==> config.mk <==
export PLATFORM = sky130hd
export DESIGN_NAME = char_scroll_controller_flat
export DESIGN_NICKNAME = d
export VERILOG_FILES = /design/src/rtl/scroll_pkg.sv /design/src/rtl/char_scroll_controller_if.sv /design/src/rtl/scroll_tick_gen.sv /design/src/rtl/char_scroll_controller.sv /design/src/flat_wrapper.sv
export SDC_FILE = /design/constraint.sdc
export NUM_CORES = 1
export LEC_CHECK = 0
export CORE_ASPECT_RATIO = 0.7
export CORE_MARGIN = 1
export CORE_UTILIZATION = 55
export DETAILED_ROUTE_END_ITERATION = 6
export PLACE_DENSITY = 0.72
export SYNTH_ARGS = -nofsm -noshare
export SYNTH_HDL_FRONTEND = slang
export SYNTH_SLANG_ARGS = --single-unit
==> constraint.sdc <==
create_clock -name i_clk -period 3.4 [get_ports i_clk]
set_input_delay 0.34 -clock i_clk [delete_from_list [all_inputs] [get_ports i_clk]]
set_output_delay 0.34 -clock i_clk [all_outputs]
set_load 0.05 [all_outputs]
==> src/rtl/scroll_pkg.sv <==
// -----------------------------------------------------------------------------
// scroll_pkg
// Shared constants for the two-digit character scroller: FSM state encoding,
// the default pad character, default timing for a 25 MHz board clock, and a
// small clog2 helper that never returns a zero width.
// -----------------------------------------------------------------------------
package scroll_pkg;

    localparam logic [1:0] ST_IDLE   = 2'd0;
    localparam logic [1:0] ST_LOAD   = 2'd1;
    localparam logic [1:0] ST_SCROLL = 2'd2;

    localparam logic [7:0]  PAD_CHAR_DEFAULT       = 8'h20;
    localparam int unsigned MSG_DEPTH_DEFAULT      = 16;
    localparam int unsigned TICKS_PER_STEP_DEFAULT = 6250000;  // 250 ms at 25 MHz

    // Width of a counter holding 0..v-1; at least one bit.
    function automatic int unsigned safeClog2(input int unsigned v);
        return (v <= 1) ? 1 : $clog2(v);
    endfunction

endpackage

==> src/rtl/char_scroll_controller_if.sv <==
// -----------------------------------------------------------------------------
// char_scroll_controller_if
// Write port, control pulses and display outputs of the character scroller.
//   i_wr_valid/i_wr_char/i_wr_last/o_wr_ready : character append handshake
//   i_start/i_stop                            : scroll control pulses
//   o_busy/o_done                             : status
//   o_char_left/o_char_right                  : ASCII codes to the digit decoders
// master = requester side, slave = controller side.
// -----------------------------------------------------------------------------
interface char_scroll_controller_if;

    logic       i_wr_valid;
    logic [7:0] i_wr_char;
    logic       i_wr_last;
    logic       o_wr_ready;
    logic       i_start;
    logic       i_stop;
    logic       o_busy;
    logic       o_done;
    logic [7:0] o_char_left;
    logic [7:0] o_char_right;

    modport master (
        output i_wr_valid, i_wr_char, i_wr_last, i_start, i_stop,
        input  o_wr_ready, o_busy, o_done, o_char_left, o_char_right
    );

    modport slave (
        input  i_wr_valid, i_wr_char, i_wr_last, i_start, i_stop,
        output o_wr_ready, o_busy, o_done, o_char_left, o_char_right
    );

endinterface

==> src/rtl/scroll_tick_gen.sv <==
// -----------------------------------------------------------------------------
// scroll_tick_gen
// Free-running step timer: counts 0..TICKS_PER_STEP-1 while enabled and flags
// the last cycle of each step. Reusable for other display timers.
//   i_clk  : clock
//   i_rst  : synchronous active-high reset
//   i_en   : count enable
//   i_clr  : synchronous clear (wins over enable)
//   o_tick : high during the final cycle of a step (wrap cycle)
// -----------------------------------------------------------------------------
module scroll_tick_gen
    import scroll_pkg::*;
#(
    parameter int unsigned TICKS_PER_STEP = TICKS_PER_STEP_DEFAULT
) (
    input  logic i_clk,
    input  logic i_rst,
    input  logic i_en,
    input  logic i_clr,
    output logic o_tick
);

    localparam int unsigned TW = safeClog2(TICKS_PER_STEP);
    localparam logic [TW-1:0] LAST_COUNT = TW'(TICKS_PER_STEP - 1);

    logic [TW-1:0] timer;

    // Step counter, wraps to zero after LAST_COUNT
    always_ff @(posedge i_clk) begin
        if (i_rst || i_clr) begin
            timer <= '0;
        end else if (i_en) begin
            timer <= (timer == LAST_COUNT) ? '0 : timer + TW'(1);
        end
    end

    // Combinational so the caller can advance on the same edge the timer wraps
    assign o_tick = i_en && !i_clr && (timer == LAST_COUNT);

endmodule

==> src/rtl/char_scroll_controller.sv <==
// -----------------------------------------------------------------------------
// char_scroll_controller
// Buffers a short ASCII message and scrolls it across two 7-segment digits,
// one character per step. Segment encoding is done downstream.
//   i_clk : clock
//   i_rst : synchronous active-high reset
//   bus   : char_scroll_controller_if.slave (write port, start/stop, status,
//           left/right ASCII codes); all outputs registered
// Build option: define SCROLLER_LOOP_EN to repeat the scroll until i_stop.
// -----------------------------------------------------------------------------
module char_scroll_controller
    import scroll_pkg::*;
#(
    parameter int unsigned MSG_DEPTH      = MSG_DEPTH_DEFAULT,
    parameter int unsigned TICKS_PER_STEP = TICKS_PER_STEP_DEFAULT,
    parameter logic [7:0]  PAD_CHAR       = PAD_CHAR_DEFAULT
) (
    input  logic                      i_clk,
    input  logic                      i_rst,
    char_scroll_controller_if.slave   bus
);

    localparam int unsigned AW = $clog2(MSG_DEPTH);
    localparam int unsigned CW = AW + 1;
    localparam int unsigned FW = $clog2(MSG_DEPTH + 2);

    logic [1:0]    state, nextState;
    logic [CW-1:0] count, nextCount;
    logic [FW-1:0] frame, nextFrame, lastFrame, leftIdx;
    logic [7:0]    msgBuf [MSG_DEPTH];
    logic [7:0]    leftNext, rightNext;
    logic          wrAccept, doneNext, tick, tickEn, tickClr;

    // A stop in LOAD discards the message, so a coincident write is dropped
    assign wrAccept  = bus.i_wr_valid && bus.o_wr_ready && !(bus.i_stop && state == ST_LOAD);
    assign lastFrame = FW'(count) + FW'(1);
    assign leftIdx   = frame - FW'(1);
    assign tickEn    = (state == ST_SCROLL);
    assign tickClr   = (state != ST_SCROLL) || bus.i_stop;

    scroll_tick_gen #(
        .TICKS_PER_STEP (TICKS_PER_STEP)
    ) u_tick (
        .i_clk  (i_clk),
        .i_rst  (i_rst),
        .i_en   (tickEn),
        .i_clr  (tickClr),
        .o_tick (tick)
    );

    // State register
    always_ff @(posedge i_clk) begin
        if (i_rst) begin
            state <= ST_IDLE;
        end else begin
            state <= nextState;
        end
    end

    // Next-state, message length and frame sequencing
    always_comb begin
        nextState = state;
        nextCount = count;
        nextFrame = frame;
        doneNext  = 1'b0;
        if (wrAccept) begin
            nextCount = count + CW'(1);
        end
        case (state)
            ST_IDLE: begin
                if (wrAccept) begin
                    nextState = bus.i_wr_last ? ST_SCROLL : ST_LOAD;
                end
            end
            ST_LOAD: begin
                if (bus.i_stop) begin
                    nextState = ST_IDLE;
                    nextCount = '0;
                end else if ((wrAccept && bus.i_wr_last) || (bus.i_start && count != '0)) begin
                    nextState = ST_SCROLL;
                end
            end
            ST_SCROLL: begin
                if (bus.i_stop) begin
                    nextState = ST_IDLE;
                    nextCount = '0;
                    nextFrame = '0;
                end else if (tick) begin
                    if (frame == lastFrame) begin
                        doneNext  = 1'b1;
                        nextFrame = '0;
`ifdef SCROLLER_LOOP_EN
                        nextState = ST_SCROLL;
`else
                        nextState = ST_IDLE;
                        nextCount = '0;
`endif
                    end else begin
                        nextFrame = frame + FW'(1);
                    end
                end
            end
            default: begin
                nextState = ST_IDLE;
                nextCount = '0;
                nextFrame = '0;
            end
        endcase
    end

    // Frame k shows S[k-1] | S[k]; anything outside the message is padding
    always_comb begin
        leftNext  = PAD_CHAR;
        rightNext = PAD_CHAR;
        if (state == ST_SCROLL && nextState == ST_SCROLL) begin
            if (frame != '0 && leftIdx < FW'(count)) begin
                leftNext = msgBuf[AW'(leftIdx)];
            end
            if (frame < FW'(count)) begin
                rightNext = msgBuf[AW'(frame)];
            end
        end
    end

    // Message storage; contents are meaningless beyond count
    always_ff @(posedge i_clk) begin
        if (wrAccept) begin
            msgBuf[AW'(count)] <= bus.i_wr_char;
        end
    end

    // Datapath and registered outputs
    always_ff @(posedge i_clk) begin
        if (i_rst) begin
            count            <= '0;
            frame            <= '0;
            bus.o_char_left  <= PAD_CHAR;
            bus.o_char_right <= PAD_CHAR;
            bus.o_busy       <= 1'b0;
            bus.o_done       <= 1'b0;
            bus.o_wr_ready   <= 1'b0;
        end else begin
            count            <= nextCount;
            frame            <= nextFrame;
            bus.o_char_left  <= leftNext;
            bus.o_char_right <= rightNext;
            bus.o_busy       <= (nextState == ST_SCROLL);
            bus.o_done       <= doneNext;
            bus.o_wr_ready   <= (nextState != ST_SCROLL) && (nextCount < CW'(MSG_DEPTH));
        end
    end

endmodule

==> src/flat_wrapper.sv <==
// flat-port wrapper written by rule: the top's interface ports become plain ports
module char_scroll_controller_flat import scroll_pkg::*;
#(
    parameter int unsigned MSG_DEPTH      = MSG_DEPTH_DEFAULT,
    parameter int unsigned TICKS_PER_STEP = TICKS_PER_STEP_DEFAULT,
    parameter logic [7:0]  PAD_CHAR       = PAD_CHAR_DEFAULT
)
  (i_clk, i_rst, bus_i_wr_valid, bus_i_wr_char, bus_i_wr_last, bus_i_start, bus_i_stop, bus_o_wr_ready, bus_o_busy, bus_o_done, bus_o_char_left, bus_o_char_right);
  char_scroll_controller_if bus_i ();
  input  logic i_clk;
  input  logic i_rst;
  input wire logic [$bits(bus_i.i_wr_valid)-1:0] bus_i_wr_valid;
  input wire logic [$bits(bus_i.i_wr_char)-1:0] bus_i_wr_char;
  input wire logic [$bits(bus_i.i_wr_last)-1:0] bus_i_wr_last;
  input wire logic [$bits(bus_i.i_start)-1:0] bus_i_start;
  input wire logic [$bits(bus_i.i_stop)-1:0] bus_i_stop;
  output wire logic [$bits(bus_i.o_wr_ready)-1:0] bus_o_wr_ready;
  output wire logic [$bits(bus_i.o_busy)-1:0] bus_o_busy;
  output wire logic [$bits(bus_i.o_done)-1:0] bus_o_done;
  output wire logic [$bits(bus_i.o_char_left)-1:0] bus_o_char_left;
  output wire logic [$bits(bus_i.o_char_right)-1:0] bus_o_char_right;
  assign bus_i.i_wr_valid = bus_i_wr_valid;
  assign bus_i.i_wr_char = bus_i_wr_char;
  assign bus_i.i_wr_last = bus_i_wr_last;
  assign bus_i.i_start = bus_i_start;
  assign bus_i.i_stop = bus_i_stop;
  assign bus_o_wr_ready = bus_i.o_wr_ready;
  assign bus_o_busy = bus_i.o_busy;
  assign bus_o_done = bus_i.o_done;
  assign bus_o_char_left = bus_i.o_char_left;
  assign bus_o_char_right = bus_i.o_char_right;
  char_scroll_controller #(.MSG_DEPTH(MSG_DEPTH), .TICKS_PER_STEP(TICKS_PER_STEP), .PAD_CHAR(PAD_CHAR)) u_core (.i_clk(i_clk), .i_rst(i_rst), .bus(bus_i));
endmodule
Word-level counts from Yosys, hierarchy flattened
Memory sizes are Yosys's and may differ from the RTL's. A register that Yosys moved wholly into a read port is not among the register bits.
Cells that the tools add are included.
- bits in registers: 38
- memory bits (writable): 128
- output and inout port bits: 19
- logic and storage cells: 74
- memories kept: 1
- $add $sub $neg: 4
- order comparisons: 3
- equal/unequal tests: 8
- muxes and demuxes: 22
- bitwise operators: 6
- reductions and logical operators: 23
- memory list (memory ; words ; width ; read ports ; clocked after Yosys merged registers in ; write ports ; line ; source):
    u_core.msgBuf ; 16 ; 8 ; 2 ; 2 ; 1 ; char_scroll_controller.sv:30 ; logic [7:0] msgBuf [MSG_DEPTH];
- operators with widths (kind ; number):
    5-bit two-way mux ; 8
    23-bit by 1-bit adder with 23-bit output, second input constant ; 1
    23-bit == test, second input constant ; 1
    23-bit two-way mux ; 1
    5-bit one-hot mux with 3 select lines ; 1
    2-bit two-way mux ; 7
    5-bit by 1-bit adder with 5-bit output, second input constant ; 2
    1-bit logical AND ; 10
    5-bit less-than comparator ; 2
    5-bit one-hot mux with 2 select lines ; 1
    5-bit nonzero test ; 2
    1-bit NOT ; 6
    2-bit one-hot mux with 3 select lines ; 1
    3-bit OR reduction ; 2
    5-bit == test ; 1
    5-bit less-than comparator, second input constant ; 1
    5-bit by 1-bit subtractor with 5-bit output, second input constant ; 1
    2-bit == test, second input constant ; 2
    2-bit inequality test, second input constant ; 2
    4-bit OR reduction ; 1
    1-bit logical OR ; 3
    1-bit two-way mux ; 3
    3-bit by 2-bit inequality test with 1-bit output, second input constant ; 1
    2-bit by 1-bit == test with 1-bit output, second input constant ; 1
    4 further kinds ; 5

Logic depth before layout (Yosys ltp)
- depth in word-level cells: 13
- depth in mapped cells: 14
- depth with buffers taken out: 9

By module
From an unflattened synthesis, not the netlist that was laid out.
- cell total of the unflattened synthesis: 566
- area, all modules: 8610.8 um2
- modules (own cells, without submodules) (module ; instances ; cells an instance ; area an instance (um2)):
    char_scroll_controller ; 1 ; 433 ; 7467.2
    scroll_tick_gen ; 1 ; 133 ; 1143.6

Least setup slack after synthesis
No wires, ideal clock.
- path kind: register to register
- start point: reg u_core.frame[0]
- end point: reg u_core.bus.o_char_left[5] (read register of u_core.msgBuf)
- arrival: 3311 ps
- data required time: 3273 ps
- slack: -38 ps
- cell stages (with the launch flop): 15
- cell sequence: dfxtp_1 -> buf_4 -> buf_2 -> buf_1 -> inv_1 -> ha_1 -> clkbuf_1 -> clkbuf_1 -> inv_1 -> ha_1 -> nor2b_1 -> o21a_1 -> o211ai_1 -> nand3_1 -> or3_1
- word-level cells in the longest chain between the ends: 9
- elaborated cells on any way between the ends: 14
- those cells by class: add/sub (1); order compare (1); eq/ne (2); mux (4); bitwise (2); reduce/logical (4)
- ends and longest elaborated chain (item ; line ; source):
    start: declaration ; char_scroll_controller.sv:29 ; logic [FW-1:0] frame, nextFrame, lastFrame, leftIdx;
    start signal: assignment ; char_scroll_controller.sv:144 ; frame <= nextFrame;
    parallel branches: the longest is 9 deep, another holds 5-bit by 1-bit subtractor with 5-bit output ; - ;
    end: declaration ; char_scroll_controller_if.sv:30 ; output o_wr_ready, o_busy, o_done, o_char_left, o_char_right
Several ways; the timed one is not identified.
A chain may end at the register's enable or synchronous reset.

Worst setup path in the final report
Ends and elaborated chain as after synthesis.

==> metrics.txt <==
xor and xnor area share after synthesis=3.45%; Hold WC Path Type=in -> reg; Setup CP Type=reg -> reg; normalized max-slew margin=roughly a third; Longest Clk Path Bufs=2; IO Count=33; CTS Root Cell=clkbuf_16; initial DRC count=a little over 700; syn nets=594; outcome=completed; setup TNS=0 ps; count of cell types in the netlist=slightly above 50; Layout Skew=7.33 ps; Primary FF master, synth=edfxtp_1; Max Slew Vio Count=0; Worst Path Required=3710 ps; Post-DP HPWL=13900 µm; Post-Synthesis Cell Area=8590 µm²; post-synthesis mux area share=21.1%; adder-cell share of the synthesized area=2.62%; total gr overflow=0; EDFF count, synth=128; Vias per Instance=about 6.7; cts repair resizes=0; Yosys reg bits=182; CTS Hold Bufs=0; Routed WL=20600 µm; cell row count=37; die area=between 15000 and 20000 µm²; # port buffers=32; DP Cell Count=779; clock tree sinks=approximately 180; Post-Layout Inst Area=9750 µm²; most frequent cells in the layout=edfxtp_1 (128), mux4_2 (80), dfxtp_1 (52), nor2_1 (36), clkdlybuf4s50_1 (32); Reg clk slew, reported paths=70 ps; RSZ-0062 raised after global routing=false; post-synthesis compound-gate area fraction=3.10%; Least-Margin Pin Slew=about 970 ps; routed len/inst=~25 µm; chip width=151 µm; syn_area_per_cell=15.3 µm²; worst vdd ir=0.330 mV; vias in the first global route=5049; # DRC=0; Synth async-reset ratio=0%; maximum fanout along the worst path=13; Pwr Density=468 nW/µm²; pin count of the biggest net entering global routing=34; H-tree depth=4; Final Setup Violations=0; Initial Utilization=57.4%; static leakage=approximately 3.0 nW; Worst EP arrival=3010 ps; first-pass GRT wire length=31100 µm; clk_lat worst skew=around 430 ps; ant diodes=0; setup bufs post-CTS=0; total power=4.56 mW; core footprint=15000 µm²; CTS tree=built; fmax=371 MHz; dominant combinational cell family by area after synthesis=multiplexers; vias=between 5000 and 6000; register area share after synthesis=57.3%; Area growth syn-to-layout=13.6%; Worst setup SP type=flop; Synth Area in Simple Gates=9.19%; commonest non-fill, non-tap cell in the layout=edfxtp_1; Pre-Repair DR Iteration Count=5; GRT Overall Usage=between 20% and 30%; Final Util=between 60 and 70%; Antenna Nets Post-Route=0; yosys warns=0; Max-Cap Viols=0; endpoints failing hold=0; layout net count=635; total CTS buffers=17; Die Y=107 µm; share of cells above drive strength 1=23.9%; initial antenna violation count=0; Finished Layout Cells=811; fin crit period=2700 ps; cells after synthesis=562; fin crit share=between 70% and 80%; gpl congestion=0.859; crit path capture type=flop; dpl cell area=9190 µm²
==> area by class of cell <==
class | count | area (µm²)
Tap cell | 195 | 244
Sequential cell | 182 | 4930
Multi-Input combinational cell | 320 | 3410
Timing Repair Buffer | 57 | 508
Fill cell | 1016 | 5200
Clock inverter | 14 | 135
Clock buffer | 18 | 429
Inverter | 25 | 93.8
==> synth_stat cells, drive strengths merged (5+ instances only) <==
cell type / number / area [µm²]
nor4: 11 / 68.8
nor3: 18 / 90.1
nand2: 23 / 86.3
edfxtp: 128 / 3840
xor2: 7 / 61.3
a21oi: 9 / 45.0
inv: 25 / 93.8
buf: 20 / 125
o21ai: 7 / 35.0
nand3: 16 / 80.1
clkbuf: 15 / 56.3
dfxtp: 54 / 1080
mux4: 80 / 1800
nor2: 36 / 135
or3: 5 / 31.3
xnor2: 26 / 235
nor3b: 17 / 128
nand4: 5 / 31.3
ha: 18 / 225
==> metal layers <==
layer  vias to the layer above  global-route usage (%)  share of wire, %
li1                       2287                       -                 -
met1                      2746                    44.8                44
met2                       329                    35.6                42
met3                        36                    7.77                12
met4                         0                    8.86               2.1
met5                         -                       0                 0
==> power breakdown <==
part	leakage (nW)	switching [mW]	internal [mW]
Clock	0.269	0.829	1.07
Sequential	1.59	0.0170	2.38
Combinational	1.12	0.144	0.115
Total	2.98	0.990	3.57
==> worst paths after layout <==
| kind | startpoint | to | slack, ps | cells past startpoint |
|---|---|---|---|---|
| setup reg to reg | u_core.frame[0] | u_core.bus.o_char_left[5] | 700 | 9 |
| hold / removal | i_rst | u_core.state[0] | 510 | 2 |
| hold reg to reg | u_core.u_tick.timer[2] | u_core.u_tick.timer[2] | 520 | 2 |
| setup / recovery | u_core.frame[0] | u_core.bus.o_char_left[5] | 700 | 9 |
==> critical path, stage by stage (launching register included) <==
cell      delay, ps
dfxtp_4         450
inv_1           120
ha_1            310
inv_1            50
ha_1            270
nor2b_1         140
o21a_1          190
o211ai_1        180
nand3_1         390
or3_1           480
==> flip-flops by register name, indices dropped and copies added, names as in the netlist <==
name,count
u_core.frame,5
u_core.msgBuf,128
u_core.count,5
u_core.bus.o_busy,1
u_core.state,2
u_core.u_tick.timer,23
u_core.bus.o_char_left,8
u_core.bus.o_char_right,8
u_core.bus.o_done,1
u_core.bus.o_wr_ready,1
==> kinds of logic (layout without fill, tap and decap cells) <==
group,count (synthesis),after routing
xor gates and xnor gates,33,33
adders and majority gates,18,18
AOI/OAI and AO/OA,38,38
DFF,182,182
muxes,81,81
and+or+nand+nor,150,150
buffers and inverters,60,114
==> stage by stage <==
step | hold slack [ps] | setup slack [ps]
after floorplan | 417 | 76.5
after detailed placement | 509 | 805
after CTS | 504 | 742
after global routing | 539 | 614
after global placement | 497 | 841
final | 512 | 704
No activity file was read; power rests on OpenSTA's default activity.
